**config.mk**
```make
export PLATFORM = sky130hd
export DESIGN_NAME = ps2_kbd_rx
export DESIGN_NICKNAME = d
export VERILOG_FILES = /design/src/rtl/ps2_kbd_rx.sv
export SDC_FILE = /design/constraint.sdc
export NUM_CORES = 1
export LEC_CHECK = 0
export ABC_AREA = 1
export BUFFER_PORTS_ARGS = -buffer_cell sky130_fd_sc_hd__buf_2
export CAP_MARGIN = 10
export CORE_ASPECT_RATIO = 1.25
export CORE_MARGIN = 10
export CORE_UTILIZATION = 55
export DETAILED_ROUTE_END_ITERATION = 16
export GPL_TIMING_DRIVEN = 0
export PLACE_DENSITY = 0.72
export REMOVE_ABC_BUFFERS = 1
export SYNTH_ARGS = -nofsm -noshare
export SYNTH_HDL_FRONTEND = slang
export SYNTH_SLANG_ARGS = --single-unit
```
**constraint.sdc**
```tcl
create_clock -name clk -period 4.1 [get_ports clk]
set_input_delay 0.82 -clock clk [delete_from_list [all_inputs] [get_ports clk]]
set_output_delay 0.82 -clock clk [all_outputs]
set_load 0.05 [all_outputs]
```
**src/rtl/ps2_kbd_rx.sv**
```systemverilog
// ps2_kbd_rx: PS/2 keyboard receiver with E0/F0 decoding and FWFT event FIFO.
// Define PS2_ASCII_EN to add the evt_ascii lookup of the FIFO head.
module ps2_kbd_rx #(
    parameter int SYNC_STAGES = 3,
    parameter int FIFO_DEPTH  = 8,
    parameter int TIMEOUT_CYC = 100000
) (
    input  logic                          clk,
    input  logic                          rst_n,
    input  logic                          ps2k_clk,
    input  logic                          ps2k_data,
    output logic                          evt_valid,
    input  logic                          evt_ready,
    output logic [7:0]                    evt_code,
    output logic                          evt_ext,
    output logic                          evt_break,
    output logic [$clog2(FIFO_DEPTH):0]   fifo_count,
    output logic                          overflow,
    input  logic                          ovf_clr,
    output logic                          frame_err
`ifdef PS2_ASCII_EN
    ,
    output logic [7:0]                    evt_ascii
`endif
);

    localparam int AW = $clog2(FIFO_DEPTH);
    localparam int CW = AW + 1;
    localparam int TW = $clog2(TIMEOUT_CYC + 1);

    typedef enum logic [1:0] {
        S_IDLE,
        S_DATA,
        S_PAR,
        S_STOP
    } state_t;

    logic [SYNC_STAGES-1:0] ck_sync_q;
    logic [SYNC_STAGES-1:0] dt_sync_q;
    logic                   fall;
    logic                   din;

    state_t                 state_q;
    logic [2:0]             bit_q;
    logic [7:0]             shift_q;
    logic                   par_q;
    logic [TW-1:0]          to_q;
    logic                   byte_vld_q;
    logic [7:0]             byte_q;
    logic                   err_q;

    logic                   ext_q;
    logic                   brk_q;
    logic                   push;
    logic                   pop;
    logic                   full;
    logic                   wr_en;
    logic [9:0]             mem_q [FIFO_DEPTH];
    logic [AW-1:0]          wr_q;
    logic [AW-1:0]          rd_q;
    logic [CW-1:0]          cnt_q;
    logic                   ovf_q;
    logic [9:0]             head;

    // Shift both raw pins through their synchroniser chains
    always_ff @(posedge clk or negedge rst_n) begin
        if (!rst_n) begin
            ck_sync_q <= '0;
            dt_sync_q <= '0;
        end else begin
            ck_sync_q <= {ck_sync_q[SYNC_STAGES-2:0], ps2k_clk};
            dt_sync_q <= {dt_sync_q[SYNC_STAGES-2:0], ps2k_data};
        end
    end

    assign fall = ck_sync_q[SYNC_STAGES-1] & ~ck_sync_q[SYNC_STAGES-2];
    assign din  = dt_sync_q[SYNC_STAGES-1];

    // Frame FSM: start/data/parity/stop on each fall, abort on timeout
    always_ff @(posedge clk or negedge rst_n) begin
        if (!rst_n) begin
            state_q    <= S_IDLE;
            bit_q      <= '0;
            shift_q    <= '0;
            par_q      <= 1'b0;
            to_q       <= '0;
            byte_vld_q <= 1'b0;
            byte_q     <= '0;
            err_q      <= 1'b0;
        end else begin
            byte_vld_q <= 1'b0;
            err_q      <= 1'b0;
            if (state_q == S_IDLE || fall) begin
                to_q <= '0;
            end else begin
                to_q <= to_q + TW'(1);
            end
            if (state_q != S_IDLE && !fall && to_q == TW'(TIMEOUT_CYC - 1)) begin
                state_q <= S_IDLE;
                err_q   <= 1'b1;
            end else if (fall) begin
                case (state_q)
                    S_IDLE: begin
                        if (!din) begin
                            state_q <= S_DATA;
                            bit_q   <= '0;
                        end
                    end
                    S_DATA: begin
                        shift_q <= {din, shift_q[7:1]};
                        bit_q   <= bit_q + 3'd1;
                        if (bit_q == 3'd7) begin
                            state_q <= S_PAR;
                        end
                    end
                    S_PAR: begin
                        par_q   <= din;
                        state_q <= S_STOP;
                    end
                    S_STOP: begin
                        state_q <= S_IDLE;
                        if ((^{shift_q, par_q}) && din) begin
                            byte_vld_q <= 1'b1;
                            byte_q     <= shift_q;
                        end else begin
                            err_q <= 1'b1;
                        end
                    end
                    default: state_q <= S_IDLE;
                endcase
            end
        end
    end

    assign push  = byte_vld_q && byte_q != 8'hE0 && byte_q != 8'hF0;
    assign full  = cnt_q == CW'(FIFO_DEPTH);
    assign pop   = evt_valid && evt_ready;
    assign wr_en = push && (!full || pop);

    // Prefix flags: set by E0/F0, consumed by the next code, dropped on error
    always_ff @(posedge clk or negedge rst_n) begin
        if (!rst_n) begin
            ext_q <= 1'b0;
            brk_q <= 1'b0;
        end else if (err_q) begin
            ext_q <= 1'b0;
            brk_q <= 1'b0;
        end else if (byte_vld_q) begin
            if (byte_q == 8'hE0) begin
                ext_q <= 1'b1;
            end else if (byte_q == 8'hF0) begin
                brk_q <= 1'b1;
            end else begin
                ext_q <= 1'b0;
                brk_q <= 1'b0;
            end
        end
    end

    // Event FIFO storage, pointers, occupancy and sticky overflow
    always_ff @(posedge clk or negedge rst_n) begin
        if (!rst_n) begin
            for (int i = 0; i < FIFO_DEPTH; i++) begin
                mem_q[i] <= '0;
            end
            wr_q  <= '0;
            rd_q  <= '0;
            cnt_q <= '0;
            ovf_q <= 1'b0;
        end else begin
            if (wr_en) begin
                mem_q[wr_q] <= {ext_q, brk_q, byte_q};
                wr_q        <= wr_q + AW'(1);
            end
            if (pop) begin
                rd_q <= rd_q + AW'(1);
            end
            if (wr_en && !pop) begin
                cnt_q <= cnt_q + CW'(1);
            end else if (!wr_en && pop) begin
                cnt_q <= cnt_q - CW'(1);
            end
            if (push && !wr_en) begin
                ovf_q <= 1'b1;
            end else if (ovf_clr) begin
                ovf_q <= 1'b0;
            end
        end
    end

    assign head       = mem_q[rd_q];
    assign evt_valid  = cnt_q != '0;
    assign evt_code   = evt_valid ? head[7:0] : 8'h00;
    assign evt_break  = evt_valid & head[8];
    assign evt_ext    = evt_valid & head[9];
    assign fifo_count = cnt_q;
    assign overflow   = ovf_q;
    assign frame_err  = err_q;

`ifdef PS2_ASCII_EN
    // Set-1-free scan code to ASCII map of the head; extended codes map to 0
    always_comb begin
        evt_ascii = 8'h00;
        if (!evt_ext) begin
            case (evt_code)
                8'h1C: evt_ascii = 8'h41;
                8'h32: evt_ascii = 8'h42;
                8'h21: evt_ascii = 8'h43;
                8'h23: evt_ascii = 8'h44;
                8'h24: evt_ascii = 8'h45;
                8'h2B: evt_ascii = 8'h46;
                8'h34: evt_ascii = 8'h47;
                8'h33: evt_ascii = 8'h48;
                8'h43: evt_ascii = 8'h49;
                8'h3B: evt_ascii = 8'h4A;
                8'h42: evt_ascii = 8'h4B;
                8'h4B: evt_ascii = 8'h4C;
                8'h3A: evt_ascii = 8'h4D;
                8'h31: evt_ascii = 8'h4E;
                8'h44: evt_ascii = 8'h4F;
                8'h4D: evt_ascii = 8'h50;
                8'h15: evt_ascii = 8'h51;
                8'h2D: evt_ascii = 8'h52;
                8'h1B: evt_ascii = 8'h53;
                8'h2C: evt_ascii = 8'h54;
                8'h3C: evt_ascii = 8'h55;
                8'h2A: evt_ascii = 8'h56;
                8'h1D: evt_ascii = 8'h57;
                8'h22: evt_ascii = 8'h58;
                8'h35: evt_ascii = 8'h59;
                8'h1A: evt_ascii = 8'h5A;
                8'h45: evt_ascii = 8'h30;
                8'h16: evt_ascii = 8'h31;
                8'h1E: evt_ascii = 8'h32;
                8'h26: evt_ascii = 8'h33;
                8'h25: evt_ascii = 8'h34;
                8'h2E: evt_ascii = 8'h35;
                8'h36: evt_ascii = 8'h36;
                8'h3D: evt_ascii = 8'h37;
                8'h3E: evt_ascii = 8'h38;
                8'h46: evt_ascii = 8'h39;
                8'h29: evt_ascii = 8'h20;
                8'h5A: evt_ascii = 8'h0D;
                default: evt_ascii = 8'h00;
            endcase
        end
    end
`endif

endmodule

```
==> metrics.txt <==
status complete, no violations; met2 Use GR 0.312; 1st-pass router iterations 5; Layout area overhead 12.0%; Avg WL per Cell 14.9 um; met3 Usage GRT 0.0485; fin crit period 3.63 ns; post-synth top area share 0.524; hold buffer count at CTS 0; share of layout cells above drive strength 1 0.0969; CTS H-tree lvls 4; WS Path Type reg -> out; Worst EP arrival 2.81 ns; DPL Wire Length 9.27 mm; number of synthesized register bits 140; Worst-path clk slew 0.06 ns; I/O pin count 23; busiest grt layer met2; hold depth 0; root buffer cell clkbuf_16; Clock Latency Late Sink ~0.42 ns; pin count of the biggest net entering global routing 79; Post-synth EDFFs 0; CTS tree done; Crit. End Element primary output; Max FO, Critical Path 31; Async SR Flop Fraction 1.00; Syn Area/Cell 8.43 um2; antenna cells 0; Fin Hold WS about 0.35 ns; WP data required 3.28 ns; Slew Viols, Final 0; NetSw 2.12 mW; Cell variety after synth 34; met1 GRT Util 0.204; vias in the first global route between 5,000 and 6,000; Max-Cap Viols 0; die area 0.0170 mm2; slew at the pin with the worst max-slew slack 0.743 ns; Reg2Reg Launch Point byte_q[2]; Leak ~3.5 nW; nets 821; Sw Share 0.400; # rows 44; most frequent cell after synthesis nand2_1; Yosys warning count 0; DR vias/cell 5.52; Final Hold Fails 0; clock skew ~0.0072 ns; maximum root-to-sink buffer count 2; synth top area cells dfrtp_1, nand2_1, o21ai_0; Vias 5,386; initial antenna violation count 0; Rel. slew slack 0.503; routed wire length 14.5 mm; # resized after CTS 0; PD cells 708 mW/mm2; Power, Total 5.30 mW; Final Cycle Share 0.886; Mapped Area 0.00668 mm2; DRT antenna net count 0; RSZ-0062 raised after global routing false; CP Launch Type flip-flop; Synth Flop Type dfrtp_1; IO buf count 22; chip width 119 um; Setup WS pre-CTS about 0.51 ns; Max VDD drop 380 uV; HP Start ck_sync_q[0]; setup_tns 0 ns; placed instance area between 0.006 and 0.007 mm2; setup slack, reg-to-reg ~1.2 ns; Hold Path End ck_sync_q[1]; cts bufs inserted 17; HP Class reg -> reg; Gate power share 0.370; Filler cells 1,010; register area share after synthesis 0.524; R2R depth 15; final setup violation count 0; Std-Cell Core Area 0.0118 mm2; Clock Power Share 0.303; cell type with the largest total area after synthesis dfrtp_1; first-pass GRT wire length ~25 mm; setup bufs post-CTS 0; r2r endpoint fifo_count[3]; Cells after Synth ~790; CTS Sinks 140; PnR worst setup slack 0.468 ns; DRT iter0 DRCs 482; GP Congestion 0.831; fmax 0.275 GHz; GRT overflow 0; Commonest cells post-synth nand2_1, dfrtp_1, o21ai_0; Die Y 143 um; Tot GR Track Use 0.179; DRC 0; share of power burned in registers 0.328; Final Instance Area roughly 0.0075 mm2; cell-internal power 3.18 mW; initial core utilization 0.567
-- power by group through the flow --
stage          logic [mW]  registers, mW  clock network (mW)
6_report             1.96           1.74                1.60
5_1_grt              2.19           1.76                1.68
4_1_cts              1.88           1.77                1.62
3_5_place_dp         1.87           1.79                   0
3_3_place_gp         1.75           1.81                   0
2_1_floorplan        1.33           1.80                   0
-- cell type report --
| cell class | instances | area (um2) | area share |
|---|---|---|---|
| clock buffer | 26 | 519 | 0.0694 |
| clock inverter | 6 | 105 | 0.0140 |
| timing repair buffer | 26 | 226 | 0.0303 |
| tap | 161 | 201 | 0.0269 |
| inverter | 62 | 233 | 0.0311 |
| sequential | 140 | 3500 | 0.468 |
| multi-input combinational | 555 | 2700 | 0.360 |
-- layout by cell type, fill, tap and decap left out, types with 4 or more instances in the layout --
cell | synthesis | layout
o21ai_0 | 128 | 128
buf_2 | 2 | 21
o32ai_1 | 20 | 20
buf_16 | 0 | 4
dfrtp_1 | 140 | 140
nor3_1 | 5 | 5
clkbuf_8 | 0 | 6
nand2_1 | 190 | 190
o21ai_1 | 10 | 10
nand3_2 | 8 | 8
nor2_1 | 121 | 121
xor2_1 | 4 | 4
inv_1 | 56 | 56
a21oi_1 | 14 | 14
ha_1 | 12 | 12
clkbuf_16 | 0 | 17
nand3_1 | 12 | 12
inv_2 | 6 | 6
nand4_1 | 11 | 11
-- worst max-delay path: stages (launching register included) --
cell and delay (ns):
dfrtp_1 0.65, buf_16 0.30, inv_1 0.32, buf_16 0.24
nor2_1 0.05, o32ai_1 0.21, o21ai_0 0.11, nor2_1 0.17
buf_2 0.29
-- per-layer routing --
layer / wire [um] / part of all wire
met4: 344 / 0.024
met5: 0 / 0
met1: 6220 / 0.43
met3: 768 / 0.053
met2: 7160 / 0.49
-- worst max path at each step --
| stage | from | depth (start not counted) | slack (ns) | end |
|---|---|---|---|---|
| 2_1_floorplan | rd_q[0] | 5 | 0.79 | evt_break |
| 3_3_place_gp | rd_q[0] | 6 | 0.04 | evt_code[2] |
| 3_5_place_dp | rd_q[0] | 7 | 0.51 | evt_code[1] |
| 4_1_cts | rd_q[0] | 7 | 0.03 | evt_code[2] |
| 5_1_grt | rd_q[0] | 8 | 0.27 | evt_code[6] |
| 6_report | rd_q[0] | 8 | 0.47 | evt_code[1] |
-- flip-flops by register name, indices dropped and copies added, names as in the netlist --
name        flops
to_q           17
mem_q          80
shift_q         8
brk_q           1
par_q           1
ext_q           1
wr_q            3
fifo_count      4
byte_vld_q      1
bit_q           3
state_q         2
rd_q            3
frame_err       1
ck_sync_q       3
dt_sync_q       3
byte_q          8
overflow        1
-- per-stage QoR --
stage	instances	utilization
floorplan	757	-
global placement	940	0.573
detailed placement	942	0.578
CTS	974	0.631
global route	976	0.635
finish	976	0.635
-- logic make-up (layout without fill, tap and decap cells) --
group,count (synthesis),in the layout,share of synthesized area
AO/OA/AOI/OAI,178,178,0.147
XOR/XNOR,7,7,0.00917
adder cells (fa/ha/maj),13,13,0.0255
buffers and inverters,98,120,0.0723
flip-flops,140,140,0.524
AND/OR/NAND/NOR,357,357,0.222
No activity file was read; power rests on OpenSTA's default activity.
